--- src/rtl/mac_frame_splitter_pkg.sv ---
// Shared definitions for the MAC frame splitter: FSM state encoding,
// Ethernet header lengths and the 802.1Q tag protocol identifier.
package mac_frame_splitter_pkg;

  typedef enum logic [2:0] {
    ST_IDLE    = 3'd0,
    ST_HEADER  = 3'd1,
    ST_PAYLOAD = 3'd2,
    ST_FLUSH   = 3'd3,
    ST_COMMIT  = 3'd4,
    ST_DROP    = 3'd5
  } state_e;

  localparam int          ETH_HDR_LEN  = 14;
  localparam int          VLAN_HDR_LEN = 18;
  localparam logic [15:0] TPID_VLAN    = 16'h8100;

endpackage

--- src/rtl/mac_frame_splitter_rdpipe.sv ---
// mac_fifo_rdpipe: read side of the PHY RX FIFO.
//   rd_allow      in  : the frame FSM wants bytes
//   i_fifo_*      in  : PHY FIFO data/last-byte flag (1 cycle after rden), empty
//   i_fifo_rden   out : PHY FIFO read strobe
//   rd_vld/data/del out : registered byte, valid for one cycle
// At most one read is outstanding; once the last byte of a frame is seen
// no further reads are issued until rd_allow drops.
module mac_fifo_rdpipe (
  input  logic       clk,
  input  logic       arst,
  input  logic       rd_allow,
  input  logic [7:0] i_fifo_dout,
  input  logic       i_fifo_del,
  input  logic       i_fifo_empty,
  output logic       i_fifo_rden,
  output logic       rd_vld,
  output logic [7:0] rd_data,
  output logic       rd_del
);

  logic       pend_q, pend_d;
  logic       vld_q, vld_d;
  logic [7:0] data_q, data_d;
  logic       del_q, del_d;
  logic       done_q, done_d;
  logic       del_back;

  // pend_q marks the cycle in which the FIFO presents the requested byte
  assign del_back = pend_q & i_fifo_del;

  always_comb begin
    i_fifo_rden = rd_allow & ~i_fifo_empty & ~done_q & ~del_back;
    pend_d      = i_fifo_rden;
    vld_d       = pend_q;
    data_d      = pend_q ? i_fifo_dout : data_q;
    del_d       = del_back;
    done_d      = rd_allow & (done_q | del_back);
  end

  always_ff @(posedge clk or posedge arst) begin
    if (arst) begin
      pend_q <= 1'b0;
      vld_q  <= 1'b0;
      data_q <= '0;
      del_q  <= 1'b0;
      done_q <= 1'b0;
    end else begin
      pend_q <= pend_d;
      vld_q  <= vld_d;
      data_q <= data_d;
      del_q  <= del_d;
      done_q <= done_d;
    end
  end

  assign rd_vld  = vld_q;
  assign rd_data = data_q;
  assign rd_del  = del_q;

endmodule

--- src/rtl/mac_frame_splitter.sv ---
// mac_frame_splitter: splits PHY RX frames into an L2 header record and a
// payload byte stream, with length checking and bad-frame discard.
//   clk, arst                 : clock, async active-high reset
//   i_fifo_dout/del/empty/rden: PHY RX FIFO read port
//   h_fifo_din/full/wren      : header record {tagged, payload_len, header bytes}
//   b_fifo_din/eof/afull/wren : payload bytes, eof on last byte of a good frame
//   b_fifo_drop               : discard payload written since last eof
//   ok_cnt/err_cnt            : saturating good/discarded frame counters
module mac_frame_splitter
  import mac_frame_splitter_pkg::*;
#(
  parameter  int TAG_EN  = 1,
  parameter  int MIN_LEN = 60,
  parameter  int MAX_LEN = 1518,
  parameter  int LEN_W   = 11,
  parameter  int CNT_W   = 16,
  localparam int HB      = (TAG_EN != 0) ? VLAN_HDR_LEN : ETH_HDR_LEN,
  localparam int HW      = 1 + LEN_W + 8 * HB
) (
  input  logic             clk,
  input  logic             arst,
  input  logic [7:0]       i_fifo_dout,
  input  logic             i_fifo_del,
  input  logic             i_fifo_empty,
  output logic             i_fifo_rden,
  output logic [HW-1:0]    h_fifo_din,
  input  logic             h_fifo_full,
  output logic             h_fifo_wren,
  output logic [7:0]       b_fifo_din,
  output logic             b_fifo_eof,
  input  logic             b_fifo_afull,
  output logic             b_fifo_wren,
  output logic             b_fifo_drop,
  output logic [CNT_W-1:0] ok_cnt,
  output logic [CNT_W-1:0] err_cnt
);

  localparam int N_W = $clog2(MAX_LEN + 1);

  state_e            state_q, state_d;
  logic [N_W-1:0]    n_q, n_d;
  logic [8*HB-1:0]   hdr_q, hdr_d;
  logic              tagged_q, tagged_d;
  logic [LEN_W-1:0]  len_q, len_d;
  logic              bwren_q, bwren_d;
  logic [7:0]        bdin_q, bdin_d;
  logic              beof_q, beof_d;
  logic [CNT_W-1:0]  ok_cnt_q, ok_cnt_d;
  logic [CNT_W-1:0]  err_cnt_q, err_cnt_d;

  logic              rd_allow;
  logic              rd_vld;
  logic [7:0]        rd_data;
  logic              rd_del;
  logic [N_W-1:0]    n_inc;
  logic [N_W-1:0]    hdr_tgt;
  logic [N_W-1:0]    hdr_len;
  logic              tag_hit;

  assign rd_allow = (state_q == ST_HEADER) || (state_q == ST_PAYLOAD) ||
                    (state_q == ST_FLUSH);

  mac_fifo_rdpipe u_rdpipe (
    .clk          (clk),
    .arst         (arst),
    .rd_allow     (rd_allow),
    .i_fifo_dout  (i_fifo_dout),
    .i_fifo_del   (i_fifo_del),
    .i_fifo_empty (i_fifo_empty),
    .i_fifo_rden  (i_fifo_rden),
    .rd_vld       (rd_vld),
    .rd_data      (rd_data),
    .rd_del       (rd_del)
  );

  // n_inc is the total frame length including the byte now being consumed
  assign n_inc   = n_q + N_W'(1);
  assign hdr_len = tagged_q ? N_W'(VLAN_HDR_LEN) : N_W'(ETH_HDR_LEN);
  // byte 12 already sits in the header register when byte 13 arrives
  assign tag_hit = (TAG_EN != 0) && (n_q == N_W'(13)) &&
                   ({hdr_q[8*(HB-13) +: 8], rd_data} == TPID_VLAN);

  always_comb begin
    state_d   = state_q;
    n_d       = n_q;
    hdr_d     = hdr_q;
    tagged_d  = tagged_q;
    len_d     = len_q;
    bwren_d   = 1'b0;
    bdin_d    = bdin_q;
    beof_d    = 1'b0;
    ok_cnt_d  = ok_cnt_q;
    err_cnt_d = err_cnt_q;
    hdr_tgt   = N_W'(ETH_HDR_LEN);

    case (state_q)
      ST_IDLE: begin
        n_d = '0;
        if (!i_fifo_empty && !h_fifo_full && !b_fifo_afull)
          state_d = ST_HEADER;
      end

      ST_HEADER: begin
        if (rd_vld) begin
          // the committed record of the previous frame is held until now
          if (n_q == '0) begin
            hdr_d    = '0;
            tagged_d = 1'b0;
            len_d    = '0;
          end
          for (int unsigned i = 0; i < HB; i++)
            if (n_q == N_W'(i)) hdr_d[8*(HB-1-i) +: 8] = rd_data;
          if (tag_hit) tagged_d = 1'b1;
          hdr_tgt = tagged_d ? N_W'(VLAN_HDR_LEN) : N_W'(ETH_HDR_LEN);
          n_d     = n_inc;
          if (rd_del)
            state_d = ST_DROP;
          else if (n_inc == hdr_tgt)
            state_d = ST_PAYLOAD;
        end
      end

      ST_PAYLOAD: begin
        if (rd_vld) begin
          n_d = n_inc;
          if (rd_del) begin
            if (n_inc >= N_W'(MIN_LEN) && n_inc <= N_W'(MAX_LEN)) begin
              bwren_d = 1'b1;
              beof_d  = 1'b1;
              bdin_d  = rd_data;
              len_d   = LEN_W'(n_inc - hdr_len);
              state_d = ST_COMMIT;
            end else begin
              state_d = ST_DROP;
            end
          end else begin
            bwren_d = 1'b1;
            bdin_d  = rd_data;
            if (n_inc == N_W'(MAX_LEN)) state_d = ST_FLUSH;
          end
        end
      end

      ST_FLUSH: begin
        if (rd_vld && rd_del) state_d = ST_DROP;
      end

      ST_COMMIT: begin
        if (ok_cnt_q != '1) ok_cnt_d = ok_cnt_q + CNT_W'(1);
        state_d = ST_IDLE;
      end

      ST_DROP: begin
        if (err_cnt_q != '1) err_cnt_d = err_cnt_q + CNT_W'(1);
        state_d = ST_IDLE;
      end

      default: state_d = ST_IDLE;
    endcase
  end

  always_ff @(posedge clk or posedge arst) begin
    if (arst) begin
      state_q   <= ST_IDLE;
      n_q       <= '0;
      hdr_q     <= '0;
      tagged_q  <= 1'b0;
      len_q     <= '0;
      bwren_q   <= 1'b0;
      bdin_q    <= '0;
      beof_q    <= 1'b0;
      ok_cnt_q  <= '0;
      err_cnt_q <= '0;
    end else begin
      state_q   <= state_d;
      n_q       <= n_d;
      hdr_q     <= hdr_d;
      tagged_q  <= tagged_d;
      len_q     <= len_d;
      bwren_q   <= bwren_d;
      bdin_q    <= bdin_d;
      beof_q    <= beof_d;
      ok_cnt_q  <= ok_cnt_d;
      err_cnt_q <= err_cnt_d;
    end
  end

  // the eof body write lands in the same cycle as the header write
  assign h_fifo_din  = {tagged_q, len_q, hdr_q};
  assign h_fifo_wren = (state_q == ST_COMMIT);
  assign b_fifo_drop = (state_q == ST_DROP);
  assign b_fifo_wren = bwren_q;
  assign b_fifo_din  = bdin_q;
  assign b_fifo_eof  = beof_q;
  assign ok_cnt      = ok_cnt_q;
  assign err_cnt     = err_cnt_q;

endmodule

--- config.mk ---
export PLATFORM = sky130hd
export DESIGN_NAME = mac_frame_splitter
export DESIGN_NICKNAME = d
export VERILOG_FILES = /design/src/rtl/mac_frame_splitter_pkg.sv /design/src/rtl/mac_frame_splitter_rdpipe.sv /design/src/rtl/mac_frame_splitter.sv
export SDC_FILE = /design/constraint.sdc
export NUM_CORES = 1
export LEC_CHECK = 0
export CAP_MARGIN = 20
export CELL_PAD_IN_SITES_DETAIL_PLACEMENT = 0
export CELL_PAD_IN_SITES_GLOBAL_PLACEMENT = 1
export CORE_AREA = 2 2 164 166
export CTS_CLUSTER_DIAMETER = 120
export DETAILED_ROUTE_END_ITERATION = 10
export DIE_AREA = 0 0 166 168
export PLACE_DENSITY = 0.9
export SYNTH_ARGS = -nofsm -noshare
export SYNTH_HDL_FRONTEND = slang
export SYNTH_HIERARCHICAL = 1
export SYNTH_SLANG_ARGS = --single-unit
--- constraint.sdc ---
create_clock -name clk -period 8.7 [get_ports clk]
set_input_delay 1.74 -clock clk [delete_from_list [all_inputs] [get_ports clk]]
set_output_delay 1.74 -clock clk [all_outputs]
set_load 0.01 [all_outputs]
==> run_summary.xml <==
<?xml version="1.0" encoding="UTF-8"?>
<metrics>
  <group name="setup_path">
    <metric name="cpLargestDelayFamily" unit="">buffers and inverters</metric>
    <metric name="r2r-start" unit="">n_q[1]</metric>
    <metric name="worst-endpoint-arrival" unit="ns">3.05</metric>
    <metric name="worstPathMaxFanout" unit="">2</metric>
    <metric name="timing.critical_path.to_type" unit="">output port</metric>
    <metric name="r2r.worst_path.cells" unit="">8</metric>
    <metric name="critical_path_required" unit="ns">6.96</metric>
    <metric name="critPathLaunchType" unit="">input pin</metric>
    <metric name="worst_setup_path_endpoint" unit="">i_fifo_rden</metric>
    <metric name="critical_path_cell_sequence" unit="">clkdlybuf4s50_1, a21oi_2, and3b_1, clkdlybuf4s50_1</metric>
    <metric name="max_stage_delay" unit="ns">0.53</metric>
    <metric name="setup.reg_to_reg.worst_slack" unit="ns">4.83</metric>
    <metric name="critical-path-slowest-cell" unit="">sky130_fd_sc_hd__clkdlybuf4s50_1</metric>
    <metric name="cp_num_cells" unit="">4</metric>
    <metric name="setup.worst_path.class" unit="">input pin to output port</metric>
    <metric name="reg2reg_to" unit="">b_fifo_din[0]</metric>
    <metric name="critical_path.most_common_cell" unit="">sky130_fd_sc_hd__clkdlybuf4s50_1</metric>
    <metric name="timing.critical_path.buf_inv" unit="">2</metric>
    <metric name="crit_start" unit="">i_fifo_del</metric>
  </group>
  <group name="cells_and_area">
    <metric name="post_route_cells_drive_above_1_share" unit="">0.07118</metric>
    <metric name="fin_util" unit="">0.5024</metric>
    <metric name="area_growth" unit="%">31.26</metric>
    <metric name="layout_commonest_cell" unit="">sky130_fd_sc_hd__dfrtp_1</metric>
    <metric name="fin_nets" unit="">1173</metric>
    <metric name="antenna_cells" unit="">0</metric>
    <metric name="final_non_filler_cells" unit="">1507</metric>
    <metric name="final_cell_mix" unit="">224 x sky130_fd_sc_hd__dfrtp_1, 214 x sky130_fd_sc_hd__clkdlybuf4s50_1, 141 x sky130_fd_sc_hd__o21ai_0, 115 x sky130_fd_sc_hd__nand3_1, 103 x sky130_fd_sc_hd__nand2_1</metric>
    <metric name="design_area" unit="um^2">13240</metric>
  </group>
  <group name="synth">
    <metric name="synth_async_sr_flop_share" unit="">1.000</metric>
    <metric name="synth_top_area_frac" unit="">0.5558</metric>
    <metric name="synth_seq_area_share" unit="">0.5558</metric>
    <metric name="ys_types" unit="">74</metric>
    <metric name="yosys.area.top_type" unit="">sky130_fd_sc_hd__dfrtp_1</metric>
    <metric name="synth_edf_count" unit="">0</metric>
    <metric name="netlist_area" unit="um^2">10090</metric>
    <metric name="syn_nets" unit="">1005</metric>
    <metric name="number_of_synthesized_register_bits" unit="">224</metric>
    <metric name="ys_top_cells_by_area" unit="">sky130_fd_sc_hd__dfrtp_1 56%, sky130_fd_sc_hd__o21ai_0 7.0%, sky130_fd_sc_hd__nand3_1 5.8%, sky130_fd_sc_hd__nand2_1 3.8%, sky130_fd_sc_hd__a22o_1 2.8%</metric>
    <metric name="syn_inst" unit="">980</metric>
    <metric name="synthesis.yosys.warnings" unit="">6</metric>
    <metric name="syn_area_per_cell" unit="um^2">10.29</metric>
    <metric name="synth_top_flop_cell" unit="">sky130_fd_sc_hd__dfrtp_1</metric>
  </group>
  <group name="floorplan">
    <metric name="die_h" unit="um">168</metric>
    <metric name="floorplan.core_area" unit="um^2">26350</metric>
    <metric name="dieArea" unit="um^2">27890</metric>
    <metric name="ioPinCount" unit="">215</metric>
    <metric name="start_util" unit="">0.3828</metric>
    <metric name="rows" unit="">60</metric>
    <metric name="die_width" unit="um">166</metric>
  </group>
  <group name="cts">
    <metric name="path_clk_slew" unit="ns">0.06</metric>
    <metric name="cts-root-buf" unit="">sky130_fd_sc_hd__clkbuf_16</metric>
    <metric name="tritoncts" unit="">done</metric>
    <metric name="cts-htree-levels" unit="">1</metric>
    <metric name="cts-buffers-inserted" unit="">25</metric>
    <metric name="cts-root-to-sink-buffers" unit="">3</metric>
    <metric name="cts.hold.buffers_added" unit="">0</metric>
    <metric name="clk-insertion-delay-late" unit="ns">0.53</metric>
    <metric name="post_cts_sizing_count" unit="">0</metric>
    <metric name="clkSinkCount" unit="">224</metric>
    <metric name="cts_post_setup_buffers_inserted" unit="">0</metric>
  </group>
  <group name="placement">
    <metric name="place.detailed.hpwl" unit="um">18680</metric>
    <metric name="post_dp_cell_area" unit="um^2">12330</metric>
    <metric name="io_buffers" unit="">214</metric>
    <metric name="final_weighted_congestion_of_routability_driven_global_placement" unit="">0.8473</metric>
    <metric name="dpl.cell_count" unit="">1461</metric>
  </group>
  <group name="detailed_routing">
    <metric name="vias" unit="">8117</metric>
    <metric name="routed_wl" unit="um">28240</metric>
    <metric name="route.detailed.wl_per_inst" unit="um">18.74</metric>
    <metric name="drt-vias-per-instance" unit="">5.386</metric>
    <metric name="drt_first_iter_violations" unit="">504</metric>
    <metric name="ant_nets" unit="">0</metric>
    <metric name="router_iterations_before_antenna_repair" unit="">5</metric>
    <metric name="drc" unit="">0</metric>
  </group>
  <group name="global_routing">
    <metric name="global_route_wire_length_before_repair" unit="um">44170</metric>
    <metric name="initial_antenna_violation_count" unit="">1</metric>
    <metric name="gr-usage-all-layers" unit="">0.1967</metric>
    <metric name="largest_net_degree_at_the_start_of_global_routing" unit="">138</metric>
    <metric name="global_route.overflow_total" unit="">0</metric>
    <metric name="number_of_global_route_vias_before_repair" unit="">7788</metric>
  </group>
  <group name="sta">
    <metric name="layout_worst_path_cycle_share" unit="">0.5504</metric>
    <metric name="finalClockSkew" unit="ns">0.01661</metric>
    <metric name="timing_worst_slew_pin_value" unit="ns">1.010</metric>
    <metric name="maxClockFrequency" unit="MHz">208.8</metric>
    <metric name="timing_hold_violations_final" unit="">0</metric>
    <metric name="final.min_clock_period" unit="ns">4.789</metric>
    <metric name="grt_setup_unrepaired" unit="">false</metric>
    <metric name="setup_total_negative_slack" unit="ns">0</metric>
    <metric name="drv_slew" unit="">0</metric>
    <metric name="max_slew_margin" unit="">0.3264</metric>
    <metric name="setup_violations" unit="">0</metric>
  </group>
  <group name="pwr">
    <metric name="totalPowerFinal" unit="mW">3.225</metric>
    <metric name="irDropWorstVdd" unit="uV">146.5</metric>
    <metric name="power_per_cell_area" unit="nW/um^2">243.6</metric>
    <metric name="power.leakage" unit="nW">5.751</metric>
  </group>
  <group name="worst_hold_path">
    <metric name="hold_path_class" unit="">register to register</metric>
  </group>
  <group name="flow_run">
    <metric name="max-cap-violations" unit="">0</metric>
  </group>
  <group name="run_status">
    <metric name="status" unit="">finished clean</metric>
  </group>
</metrics>
==> metrics by stage <==
| step | hold WS, ns | worst slack (ns) |
|---|---|---|
| 2_1_floorplan | 0.3745 | 1.166 |
| 3_3_place_gp | 0.4647 | 3.910 |
| 3_5_place_dp | 0.4716 | 3.901 |
| 4_1_cts | 0.4852 | 3.901 |
| 5_1_grt | 0.5102 | 3.823 |
| 6_report | 0.4812 | 3.911 |
==> synth_stat cells, types with 9 or more instances <==
library cell	n
sky130_fd_sc_hd__nor2_1	36
sky130_fd_sc_hd__ha_1	10
sky130_fd_sc_hd__nor2b_1	9
sky130_fd_sc_hd__xor2_1	19
sky130_fd_sc_hd__and3_1	10
sky130_fd_sc_hd__mux2_4	16
sky130_fd_sc_hd__nor3_1	10
sky130_fd_sc_hd__clkbuf_1	54
sky130_fd_sc_hd__dfrtp_1	224
sky130_fd_sc_hd__a22o_1	32
sky130_fd_sc_hd__buf_2	11
sky130_fd_sc_hd__xnor2_1	30
sky130_fd_sc_hd__nand2_1	103
sky130_fd_sc_hd__nand4_1	11
sky130_fd_sc_hd__o21ai_0	141
sky130_fd_sc_hd__inv_1	32
sky130_fd_sc_hd__nand3_1	116
sky130_fd_sc_hd__a21oi_1	10
==> power breakdown <==
group	internal [mW]	switching, mW
combinational	0.298	0.439
clock	0.727	0.430
sequential	1.16	0.177
==> layer usage <==
layer / up-vias / GRT usage / share of wire
li1: 3773 / - / -
met1: 3987 / 0.2758 / 0.44
met2: 311 / 0.3090 / 0.46
met3: 46 / 0.04631 / 0.078
met4: 0 / 0.05104 / 0.021
met5: - / 0 / 0
==> cell families after synthesis <==
logic type / Yosys count / share of synthesized area
buffers and inverters: 108 / 0.04788
adder cells (fa/ha/maj): 11 / 0.01439
multiplexers: 19 / 0.02704
flip-flops: 224 / 0.5558
XOR/XNOR: 49 / 0.04255
AO/OA/AOI/OAI: 228 / 0.1417
AND/OR/NAND/NOR: 341 / 0.1707
==> sequential cells by signal, indices dropped and copies added, names as in the netlist, 3 cells and up <==
name and count:
u_rdpipe/rd_data 8, len_q 11, err_cnt 16, ok_cnt 16, b_fifo_din 8, hdr_q 144
state_q 3, n_q 11
==> layout make-up <==
cell class / count / area, um^2
tap: 341 / 426.7
fill: 2387 / 13110
inverter: 32 / 127.6
timing repair buffer: 217 / 2162
clock inverter: 10 / 183.9
clock buffer: 35 / 723.2
multi-input combinational: 648 / 4010
sequential: 224 / 5605
==> tightest hold or removal path: cells and delay by family (launching register included) <==
kind / cells / cell delay, ns
AND/OR/NAND/NOR: 1 / 0.04
AO/OA/AOI/OAI: 1 / 0.06
flip-flops: 1 / 0.34
==> worst min path at each step <==
stage | from | to | cells past startpoint
floorplan | u_rdpipe/pend_q | u_rdpipe/rd_vld | 0
global placement | hdr_q[143] | hdr_q[143] | 2
detailed placement | hdr_q[143] | hdr_q[143] | 2
CTS | hdr_q[143] | hdr_q[143] | 2
global route | ok_cnt[9] | ok_cnt[9] | 1
finish | hdr_q[143] | hdr_q[143] | 2
Power figures use the tool's default switching activity.
